**src/rtl/axis_deltasigma_ctrl.sv**
```systemverilog
// -----------------------------------------------------------------------------
// axis_deltasigma_ctrl
//   Burst sequencer for the delta-sigma input path. Runs the modulator clock,
//   waits for the input block to report lock plus a settle period, then enables
//   the input block for exactly burst_len accepted AXIS beats while watching the
//   tapped handshake. Reports completion (done) or a sticky error (error/err_code).
//
//   Optional feature macro: DSCTRL_STALL_EN
//     defined   -> CAPTURE aborts with err_code 11 after STALL_LIMIT consecutive
//                  cycles of mon_tvalid & ~mon_tready.
//     undefined -> no stall supervision; STALL_LIMIT is unused.
//
// Ports
//   aclk, aresetn        clock; synchronous active-low reset
//   start, abort         burst request pulse; return-to-idle (highest priority)
//   burst_len, clk_div   latched on an accepted start
//   clk_detect           lock indication from the input block
//   mon_tvalid/tready    tap of the input block AXIS output handshake
//   ds_clk_o, ds_enable  modulator clock and input block enable
//   busy, done, error    status; err_code 01 lock timeout, 10 clock lost, 11 stall
//   sample_count         beats accepted in the current/last burst
// -----------------------------------------------------------------------------
module axis_deltasigma_ctrl #(
  parameter int CNT_W        = 16,
  parameter int DIV_W        = 8,
  parameter int SETTLE_EDGES = 64,
  parameter int LOCK_TIMEOUT = 4096,
  parameter int STALL_LIMIT  = 1024
) (
  input  logic             aclk,
  input  logic             aresetn,
  input  logic             start,
  input  logic             abort,
  input  logic [CNT_W-1:0] burst_len,
  input  logic [DIV_W-1:0] clk_div,
  input  logic             clk_detect,
  input  logic             mon_tvalid,
  input  logic             mon_tready,
  output logic             ds_clk_o,
  output logic             ds_enable,
  output logic             busy,
  output logic             done,
  output logic             error,
  output logic [1:0]       err_code,
  output logic [CNT_W-1:0] sample_count
);

  localparam int TO_W = $clog2(LOCK_TIMEOUT + 1);
  localparam int SE_W = $clog2(SETTLE_EDGES + 1);

  localparam logic [1:0] ERR_LOCK = 2'b01;
  localparam logic [1:0] ERR_CLK  = 2'b10;

  typedef enum logic [2:0] {
    S_IDLE, S_SETTLE, S_CAPTURE, S_FLUSH, S_DONE, S_ERROR
  } state_e;

  state_e           state_q, state_d;
  logic [DIV_W-1:0] div_cnt_q, div_cnt_d, clk_div_q, clk_div_d, div_eff;
  logic [CNT_W-1:0] burst_len_q, burst_len_d, sample_count_q, sample_count_d, cnt_inc;
  logic [TO_W-1:0]  timeout_q, timeout_d;
  logic [SE_W-1:0]  edge_cnt_q, edge_cnt_d;
  logic             ds_clk_q, ds_clk_d, ds_enable_q, ds_enable_d;
  logic             done_q, done_d, error_q, error_d;
  logic [1:0]       err_code_q, err_code_d;
  logic             beat, tick, rise, run_keep;

`ifdef DSCTRL_STALL_EN
  localparam int         ST_W      = $clog2(STALL_LIMIT + 1);
  localparam logic [1:0] ERR_STALL = 2'b11;
  logic [ST_W-1:0] stall_q, stall_d;
`else
  logic unused_stall_limit;
  assign unused_stall_limit = (STALL_LIMIT != 0);
`endif

  function automatic logic in_run(input state_e s);
    return s inside {S_SETTLE, S_CAPTURE, S_FLUSH};
  endfunction

  assign beat    = mon_tvalid & mon_tready;
  assign cnt_inc = sample_count_q + CNT_W'(1);
  assign div_eff = (clk_div_q == '0) ? DIV_W'(1) : clk_div_q;
  assign tick    = (div_cnt_q == div_eff - DIV_W'(1));
  // A rising modulator edge is produced at the end of this cycle.
  assign rise    = in_run(state_q) && tick && !ds_clk_q;

  // ---------------------------------------------------------------------------
  // Sequencer next state
  // ---------------------------------------------------------------------------
  always_comb begin
    // NOTE: every variable gets a default before any branch, so no path can
    // leave one unassigned and infer a latch.
    state_d        = state_q;
    burst_len_d    = burst_len_q;
    clk_div_d      = clk_div_q;
    timeout_d      = timeout_q;
    edge_cnt_d     = edge_cnt_q;
    sample_count_d = sample_count_q;
    error_d        = error_q;
    err_code_d     = err_code_q;
    done_d         = 1'b0;
`ifdef DSCTRL_STALL_EN
    stall_d        = '0;
`endif

    if (abort) begin
      // Abort beats everything, including a same-cycle start; status is kept.
      state_d = S_IDLE;
    end else begin
      unique case (state_q)
        S_IDLE: begin
          if (start) begin
            error_d    = 1'b0;
            err_code_d = 2'b00;
            if (burst_len == '0) begin
              done_d = 1'b1;
            end else begin
              state_d        = S_SETTLE;
              burst_len_d    = burst_len;
              clk_div_d      = clk_div;
              sample_count_d = '0;
              timeout_d      = '0;
              edge_cnt_d     = '0;
            end
          end
        end
        S_SETTLE: begin
          if (!clk_detect) begin
            // Lost or not yet locked: settle edges restart from zero.
            edge_cnt_d = '0;
            if (timeout_q == TO_W'(LOCK_TIMEOUT - 1)) begin
              state_d    = S_ERROR;
              error_d    = 1'b1;
              err_code_d = ERR_LOCK;
            end else begin
              timeout_d = timeout_q + TO_W'(1);
            end
          end else begin
            timeout_d = '0;
            if (rise) begin
              if (edge_cnt_q == SE_W'(SETTLE_EDGES - 1)) state_d = S_CAPTURE;
              else edge_cnt_d = edge_cnt_q + SE_W'(1);
            end
          end
        end
        S_CAPTURE: begin
          if (!clk_detect) begin
            state_d    = S_ERROR;
            error_d    = 1'b1;
            err_code_d = ERR_CLK;
          end else begin
            if (beat && (sample_count_q != burst_len_q)) begin
              sample_count_d = cnt_inc;
              if (cnt_inc == burst_len_q) state_d = S_FLUSH;
            end
`ifdef DSCTRL_STALL_EN
            if (mon_tvalid && !mon_tready) begin
              if (stall_q == ST_W'(STALL_LIMIT - 1)) begin
                state_d    = S_ERROR;
                error_d    = 1'b1;
                err_code_d = ERR_STALL;
              end else begin
                stall_d = stall_q + ST_W'(1);
              end
            end
`endif
          end
        end
        S_FLUSH: begin
          if (!mon_tvalid) begin
            state_d = S_DONE;
            done_d  = 1'b1;
          end
        end
        S_DONE:  state_d = S_IDLE;
        S_ERROR: state_d = S_IDLE;
        default: state_d = S_IDLE;
      endcase
    end
  end

  // ---------------------------------------------------------------------------
  // Modulator clock divider and registered enable
  // ---------------------------------------------------------------------------
  always_comb begin
    // Run only while staying inside SETTLE/CAPTURE/FLUSH, so the clock is
    // forced low on the very edge that leaves the running states.
    run_keep  = in_run(state_q) && in_run(state_d);
    div_cnt_d = '0;
    ds_clk_d  = 1'b0;
    if (run_keep) begin
      if (tick) begin
        div_cnt_d = '0;
        ds_clk_d  = ~ds_clk_q;
      end else begin
        div_cnt_d = div_cnt_q + DIV_W'(1);
        ds_clk_d  = ds_clk_q;
      end
    end
    // High from the second CAPTURE cycle; drops on the edge that leaves CAPTURE.
    ds_enable_d = (state_q == S_CAPTURE) && (state_d == S_CAPTURE);
  end

  always_ff @(posedge aclk) begin
    // NOTE: registers use non-blocking assignments so every flop samples the
    // pre-edge values, independent of statement order.
    if (!aresetn) begin
      state_q        <= S_IDLE;
      div_cnt_q      <= '0;
      clk_div_q      <= '0;
      burst_len_q    <= '0;
      sample_count_q <= '0;
      timeout_q      <= '0;
      edge_cnt_q     <= '0;
      ds_clk_q       <= 1'b0;
      ds_enable_q    <= 1'b0;
      done_q         <= 1'b0;
      error_q        <= 1'b0;
      err_code_q     <= 2'b00;
`ifdef DSCTRL_STALL_EN
      stall_q        <= '0;
`endif
    end else begin
      state_q        <= state_d;
      div_cnt_q      <= div_cnt_d;
      clk_div_q      <= clk_div_d;
      burst_len_q    <= burst_len_d;
      sample_count_q <= sample_count_d;
      timeout_q      <= timeout_d;
      edge_cnt_q     <= edge_cnt_d;
      ds_clk_q       <= ds_clk_d;
      ds_enable_q    <= ds_enable_d;
      done_q         <= done_d;
      error_q        <= error_d;
      err_code_q     <= err_code_d;
`ifdef DSCTRL_STALL_EN
      stall_q        <= stall_d;
`endif
    end
  end

  assign ds_clk_o     = ds_clk_q;
  assign ds_enable    = ds_enable_q;
  assign busy         = (state_q != S_IDLE);
  assign done         = done_q;
  assign error        = error_q;
  assign err_code     = err_code_q;
  assign sample_count = sample_count_q;

endmodule
```
**config.mk**
```make
export PLATFORM = sky130hd
export DESIGN_NAME = axis_deltasigma_ctrl
export DESIGN_NICKNAME = d
export VERILOG_FILES = /design/src/rtl/axis_deltasigma_ctrl.sv
export SDC_FILE = /design/constraint.sdc
export NUM_CORES = 1
export LEC_CHECK = 0
export BUFFER_PORTS_ARGS = -buffer_cell sky130_fd_sc_hd__buf_2
export CAP_MARGIN = 20
export CORE_MARGIN = 2
export CORE_UTILIZATION = 40
export CTS_BUF_LIST = sky130_fd_sc_hd__clkbuf_8
export CTS_CLUSTER_DIAMETER = 30
export DETAILED_ROUTE_END_ITERATION = 8
export PLACE_DENSITY_LB_ADDON = 0.08
export SLEW_MARGIN = 20
export SYNTH_ARGS = -nofsm -noshare
export SYNTH_HDL_FRONTEND = slang
export SYNTH_SLANG_ARGS = --single-unit
```
**constraint.sdc**
```tcl
create_clock -name aclk -period 4.95 [get_ports aclk]
set_clock_uncertainty 0.15 [all_clocks]
set_input_delay 0 -clock aclk [delete_from_list [all_inputs] [get_ports aclk]]
set_output_delay 0 -clock aclk [all_outputs]
set_load 0.05 [all_outputs]
```
==> out/qor.yml, run 1 <==
tns_ns: 0
r2r_cells: 10
p_leak_nw: 2.10
run_status: "complete, no violations"
cp_max_fo: 9
timing.fmax_mhz: 297
fin_nets: 624
drt-vias-per-instance: 5.35
start_kind: "flip-flop"
drc: 0
reg2reg_slack_ns: 1.58
overflow: 0
drt-initial-drc-count: 153
initial_utilization: 0.405
detail-route-antenna-nets: 0
worstHoldStart: "clk_detect"
antennaDiodeCount: 0
final_area_um2: 5210
max_slew.worst_pin.slew_ns: 1.00
cts_root_buffer: "clkbuf_8"
finalHoldViolCount: 0
maxSlewHeadroom: 0.328
final_common_cell: "dfxtp_1"
fin_crit_sh: 0.681
reg2reg_to: "edge_cnt_q[5]"
synthesis.nets: 553
synth_top_area_share: 0.354
hp-class: "primary input to flip-flop"
drv_cap: 0
cts_made_buffers: 9
die_w_um: 108
min_to: "state_q[1]"
grt_pass1_wl_um: 18100
layout_common_cells: "dfxtp_1, nor2_1, buf_2"
cts_buffer_depth: 2
port_buffers: 53
synth-edff-count: 0
layout-drive-gt1-share: 0.154
ys_types: 63
period_needed_ns: 3.37
cts.sinks: 77
synthFlopType: "dfxtp_1"
vdd_ir_drop_max_v: 0.000134
gp_congestion: 0.842
grt.total_usage: 0.195
reg2reg_from: "clk_div_q[2]"
dpl.hpwl_um: 7910
drt_wl_total_um: 11200
avgSynthCellArea_um2: 8.42
setup_viol: 0
seq_area_frac_synth: 0.354
synth_top_cell_by_area: "dfxtp_1"
ios: 54
path_clk_slew_ns: 0.08
grt_pass1_vias: 3769
synth_warnings: 0
grt_max_degree: 33
crit_arrival_ns: 3.51
die-area_um2: 11700
holdPathStages: 4
synth-seq-cells: 77
netlist_area_um2: 4350
htree_levels: 3
wl_per_cell_um: 15.3
antenna_found_initial: 0
rows: 38
syn2layout_area_growth_pct: 19.7
syn_inst: 517
cts_setup_buffers: 0
finalCoreUtilization: 0.485
total_power_mw: 1.37
num_vias: 3914
path_class: "flip-flop to flip-flop"
place_area_um2: 4710
coreArea_um2: 10700
rsz0062_at_grt: "no"
die_height_um: 108
cp.required_ns: 5.10
clk-insertion-delay-late_ns: 0.36
drtPass1Iterations: 4
drv_slew: 0
power_density_nw_per_um2: 263
cts_tree: "yes"
end_kind: "flip-flop"
async_flop_share: 0
synth_area_leaders: "dfxtp_1, mux2i_1, xor2_1"
==> how the worst max path moves through the flow <==
stage,from,to,slack (ns),cells after the start
after floorplan,clk_div_q[2],edge_cnt_q[4],2.02,10
after global placement,clk_div_q[2],edge_cnt_q[5],1.82,10
after detailed placement,clk_div_q[2],edge_cnt_q[5],1.67,10
after CTS,clk_div_q[2],edge_cnt_q[5],1.63,10
after global routing,clk_div_q[2],edge_cnt_q[5],1.29,10
final,clk_div_q[2],edge_cnt_q[5],1.58,10
==> worst max-delay path, cell delays in order (launching register included) <==
cell and delay (ns):
dfxtp_1 0.39, nor4_2 0.56, a21oi_1 0.16, ha_1 0.33, xnor2_1 0.16, a211oi_1 0.29, o211ai_2 0.12, nor3_1 0.37
a21oi_2 0.19, or4_1 0.51, nand2_1 0.08
==> Yosys cell counts, types with 12 or more instances <==
cell and instances:
dfxtp_1 77, nor2_1 65, nand2_1 29, xor2_1 29, mux2i_1 28, xnor2_1 28
a21oi_1 24, o21ai_0 24, nand3_1 22, clkbuf_1 20, nor3_1 14, nand4_1 13
nor4_1 12, or3_1 12
==> routing by layer <==
metal,share of wire,track usage
met5,0,0
met4,0.030,0.0842
met3,0.023,0.0277
met2,0.48,0.340
met1,0.46,0.240
==> cell type report <==
type	instances	area (um^2)
Sequential cell	77	1540
Timing Repair Buffer	85	578
Inverter	7	26.3
Clock inverter	6	88.8
Clock buffer	9	124
Tap cell	140	175
Multi-Input combinational cell	408	2680
Fill cell	1104	5540
==> state kept, by name (all words and copies together), names as in the netlist <==
name	cells
clk_div_q	8
div_cnt_q	8
sample_count	16
done	1
burst_len_q	16
ds_clk_o	1
edge_cnt_q	7
error	1
timeout_q	13
state_q	3
err_code	2
ds_enable	1
==> metrics by stage <==
stage	setup WS, ns	instances	hold WS (ns)
floorplan	2.02	517	-0.0715
global placement	1.82	688	0.0792
detailed placement	1.67	688	0.0908
CTS	1.63	732	0.0516
global route	1.29	732	0.108
finish	1.58	732	0.0568
==> power by group <==
group	switching (mW)	internal [mW]	total, mW
clock	0.250	0.281	0.531
combinational	0.103	0.0868	0.189
sequential	0.0190	0.631	0.650
total	0.371	0.999	1.37
==> logic make-up after synthesis <==
family / count (synthesis) / share of synthesized area
compound gates: 86 / 0.134
xor+xnor: 57 / 0.115
fa+ha+maj: 5 / 0.0144
buf+inv: 32 / 0.0310
flops: 77 / 0.354
mux: 31 / 0.0721
simple gates: 229 / 0.280
==> what timing repair did <==
item | 4_1_cts | 5_1_grt
gates resized for setup | 0 | 0
hold buffers | 29 | 0
setup endpoints to repair | 0 | 0
hold endpoints to repair | 36 | 0
Power figures use the tool's default switching activity.
==> inputs of run 2 (changes only) <==
--- a/config.mk
+++ b/config.mk
@@ -5,6 +5,7 @@
 export SDC_FILE = /design/constraint.sdc
 export NUM_CORES = 1
 export LEC_CHECK = 0
+export ABC_AREA = 1
 export BUFFER_PORTS_ARGS = -buffer_cell sky130_fd_sc_hd__buf_2
 export CAP_MARGIN = 20
 export CORE_MARGIN = 2
==> constraint.sdc (replaced) <==
create_clock -name aclk -period 3.4 [get_ports aclk]
set_clock_uncertainty 0.15 [all_clocks]
set_input_delay 0 -clock aclk [delete_from_list [all_inputs] [get_ports aclk]]
set_output_delay 0 -clock aclk [all_outputs]
set_load 0.05 [all_outputs]
==> run 2 against run 1 <==
Compared with the run above:
- via count rose by 11%
- non-clock buffer count rose by 9
- clock-buffer cell count did not move
- largest power group unchanged
==> out/qor.yml, run 2 <==
run_status: "complete, no violations"
ys_types: 42
maxSlewHeadroom: 0.443
max_slew.worst_pin.slew_ns: 0.830
grt_max_degree: 28
grt_pass1_vias: 4098
r2r_cells: 11
placed_cells: 827
synth_top_cell_by_area: "dfxtp_1"
detail-route-antenna-nets: 0
tns_ns: 0
setup_slack_ns: 0.203
synthesis.nets: 681
worstHoldStart: "mon_tready"
hp-class: "primary input to flip-flop"
cts_buffer_depth: 2
holdPathStages: 9
antenna_found_initial: 0
final_area_um2: 5410
crit_arrival_ns: 3.35
seq_area_frac_synth: 0.350
dpl.hpwl_um: 8280
cp_max_fo: 24
grt.total_usage: 0.205
fin_nets: 771
path_class: "primary input to flip-flop"
start_kind: "primary input"
cts_root_buffer: "clkbuf_8"
path_cells: "dlygate4sd3_1 > buf_2 > nor4_2 > buf_4 > nand4_1 > or2_1 > nand2_1 > nor2_1 > nand2_2 > inv_2 > nand2_8 > buf_6 > o21ai_0 > dlygate4sd3_1 > a21oi_1"
clk-insertion-delay-late_ns: 0.37
drt-initial-drc-count: 177
cts_setup_buffers: 0
reg2reg_to: "burst_len_q[15]"
synth-seq-cells: 77
place_area_um2: 4800
die_w_um: 109
cpPeakStageDelay_ns: 0.60
gp_congestion: 0.892
coreArea_um2: 10800
cts_made_buffers: 9
vdd_ir_drop_max_v: 0.000206
initial_utilization: 0.407
period_needed_ns: 3.20
die_height_um: 109
grt_pass1_wl_um: 18800
synth_warnings: 0
cpMaxStageDelayCell: "dlygate4sd3_1"
drtPass1Iterations: 4
drt_wl_total_um: 11600
async_flop_share: 0
synth_area_leaders: "dfxtp_1, nand2_1, nor2_1"
critical_path.endpoint: "burst_len_q[15]"
end_kind: "flip-flop"
avgSynthCellArea_um2: 6.82
p_leak_nw: 2.28
die-area_um2: 11800
finalCoreUtilization: 0.501
reg2reg_slack_ns: 0.30
yosys.cell_count.top_type: "nand2_1"
finalHoldViolCount: 0
cp.required_ns: 3.55
power_density_nw_per_um2: 391
setup_viol: 0
rows: 38
hold_slack_ns: 0.226
synth_top_area_share: 0.350
ios: 54
syn_inst: 645
dp_slack_ns: 0.392
timing.fmax_mhz: 313
worstSetupStartpoint: "burst_len[15]"
fin_crit_sh: 0.940
drv_slew: 0
overflow: 0
final_common_cell: "nand2_1"
synth-edff-count: 0
ys_top_cells_by_count: "nand2_1, nor2_1, dfxtp_1, inv_1, nand3_1"
port_buffers: 53
drv_cap: 0
num_vias: 4349
fin_cells: 880
synthFlopType: "dfxtp_1"
fillCellCount: 1101
path_clk_slew_ns: 0.09
netlist_area_um2: 4400
syn2layout_area_growth_pct: 23.0
reg2reg_from: "state_q[1]"
total_power_mw: 2.12
antennaDiodeCount: 0
layout-drive-gt1-share: 0.143
cts_tree: "yes"
layout_common_cells: "nand2_1, nor2_1, dfxtp_1"
htree_levels: 3
cts.sinks: 77
wl_per_cell_um: 13.2
drt-vias-per-instance: 4.94
drc: 0
cp_common_cell: "dlygate4sd3_1"
[run 2: logic make-up after synthesis]
kind of cell,after synthesis,share of synthesized area
xor+xnor,45,0.0896
fa+ha+maj,5,0.0142
simple gates,342,0.359
buf+inv,92,0.0822
flops,77,0.350
compound gates,84,0.104
[run 2: worst min path at each step]
stage | to | slack (ns)
after floorplan | burst_len_q[1] | 0.02
after global placement | clk_div_q[1] | 0.13
after detailed placement | clk_div_q[1] | 0.14
after CTS | state_q[0] | 0.20
after global routing | state_q[0] | 0.27
final | state_q[0] | 0.23
[run 2: worst max-delay path: cells and delay by family]
kind | cells | cell delay, ns
and+or+nand+nor | 7 | 1.27
AOI/OAI and AO/OA | 2 | 0.21
buffers and inverters | 6 | 1.87
[run 2: area by class of cell]
class | instances | area, um^2 | share of cell area
inverters | 77 | 289 | 0.0534
clock buffers | 9 | 124 | 0.0229
well taps | 140 | 175 | 0.0324
flip-flops and latches | 77 | 1540 | 0.285
clock inverters | 7 | 98.8 | 0.0183
multi-input cells | 476 | 2510 | 0.464
repair buffers | 94 | 669 | 0.124
[run 2: layer usage]
layer | vias to the layer above | share of wire | track usage
li1 | 2275 | - | -
met1 | 1955 | 0.49 | 0.267
met5 | - | 0 | 0
met4 | 0 | 0.022 | 0.0962
met2 | 95 | 0.45 | 0.329
met3 | 24 | 0.036 | 0.0341
[run 2: what timing repair did]
action                                  CTS  global route
endpoints found under the setup margin    0             5
hold endpoints to repair                 37             0
hold buffers                             37             0
gates resized for setup                   0             3
[run 2: power breakdown]
part | switching, mW | internal (mW)
registers | 0.0270 | 0.928
logic | 0.224 | 0.142
clock network | 0.377 | 0.417
total | 0.628 | 1.49
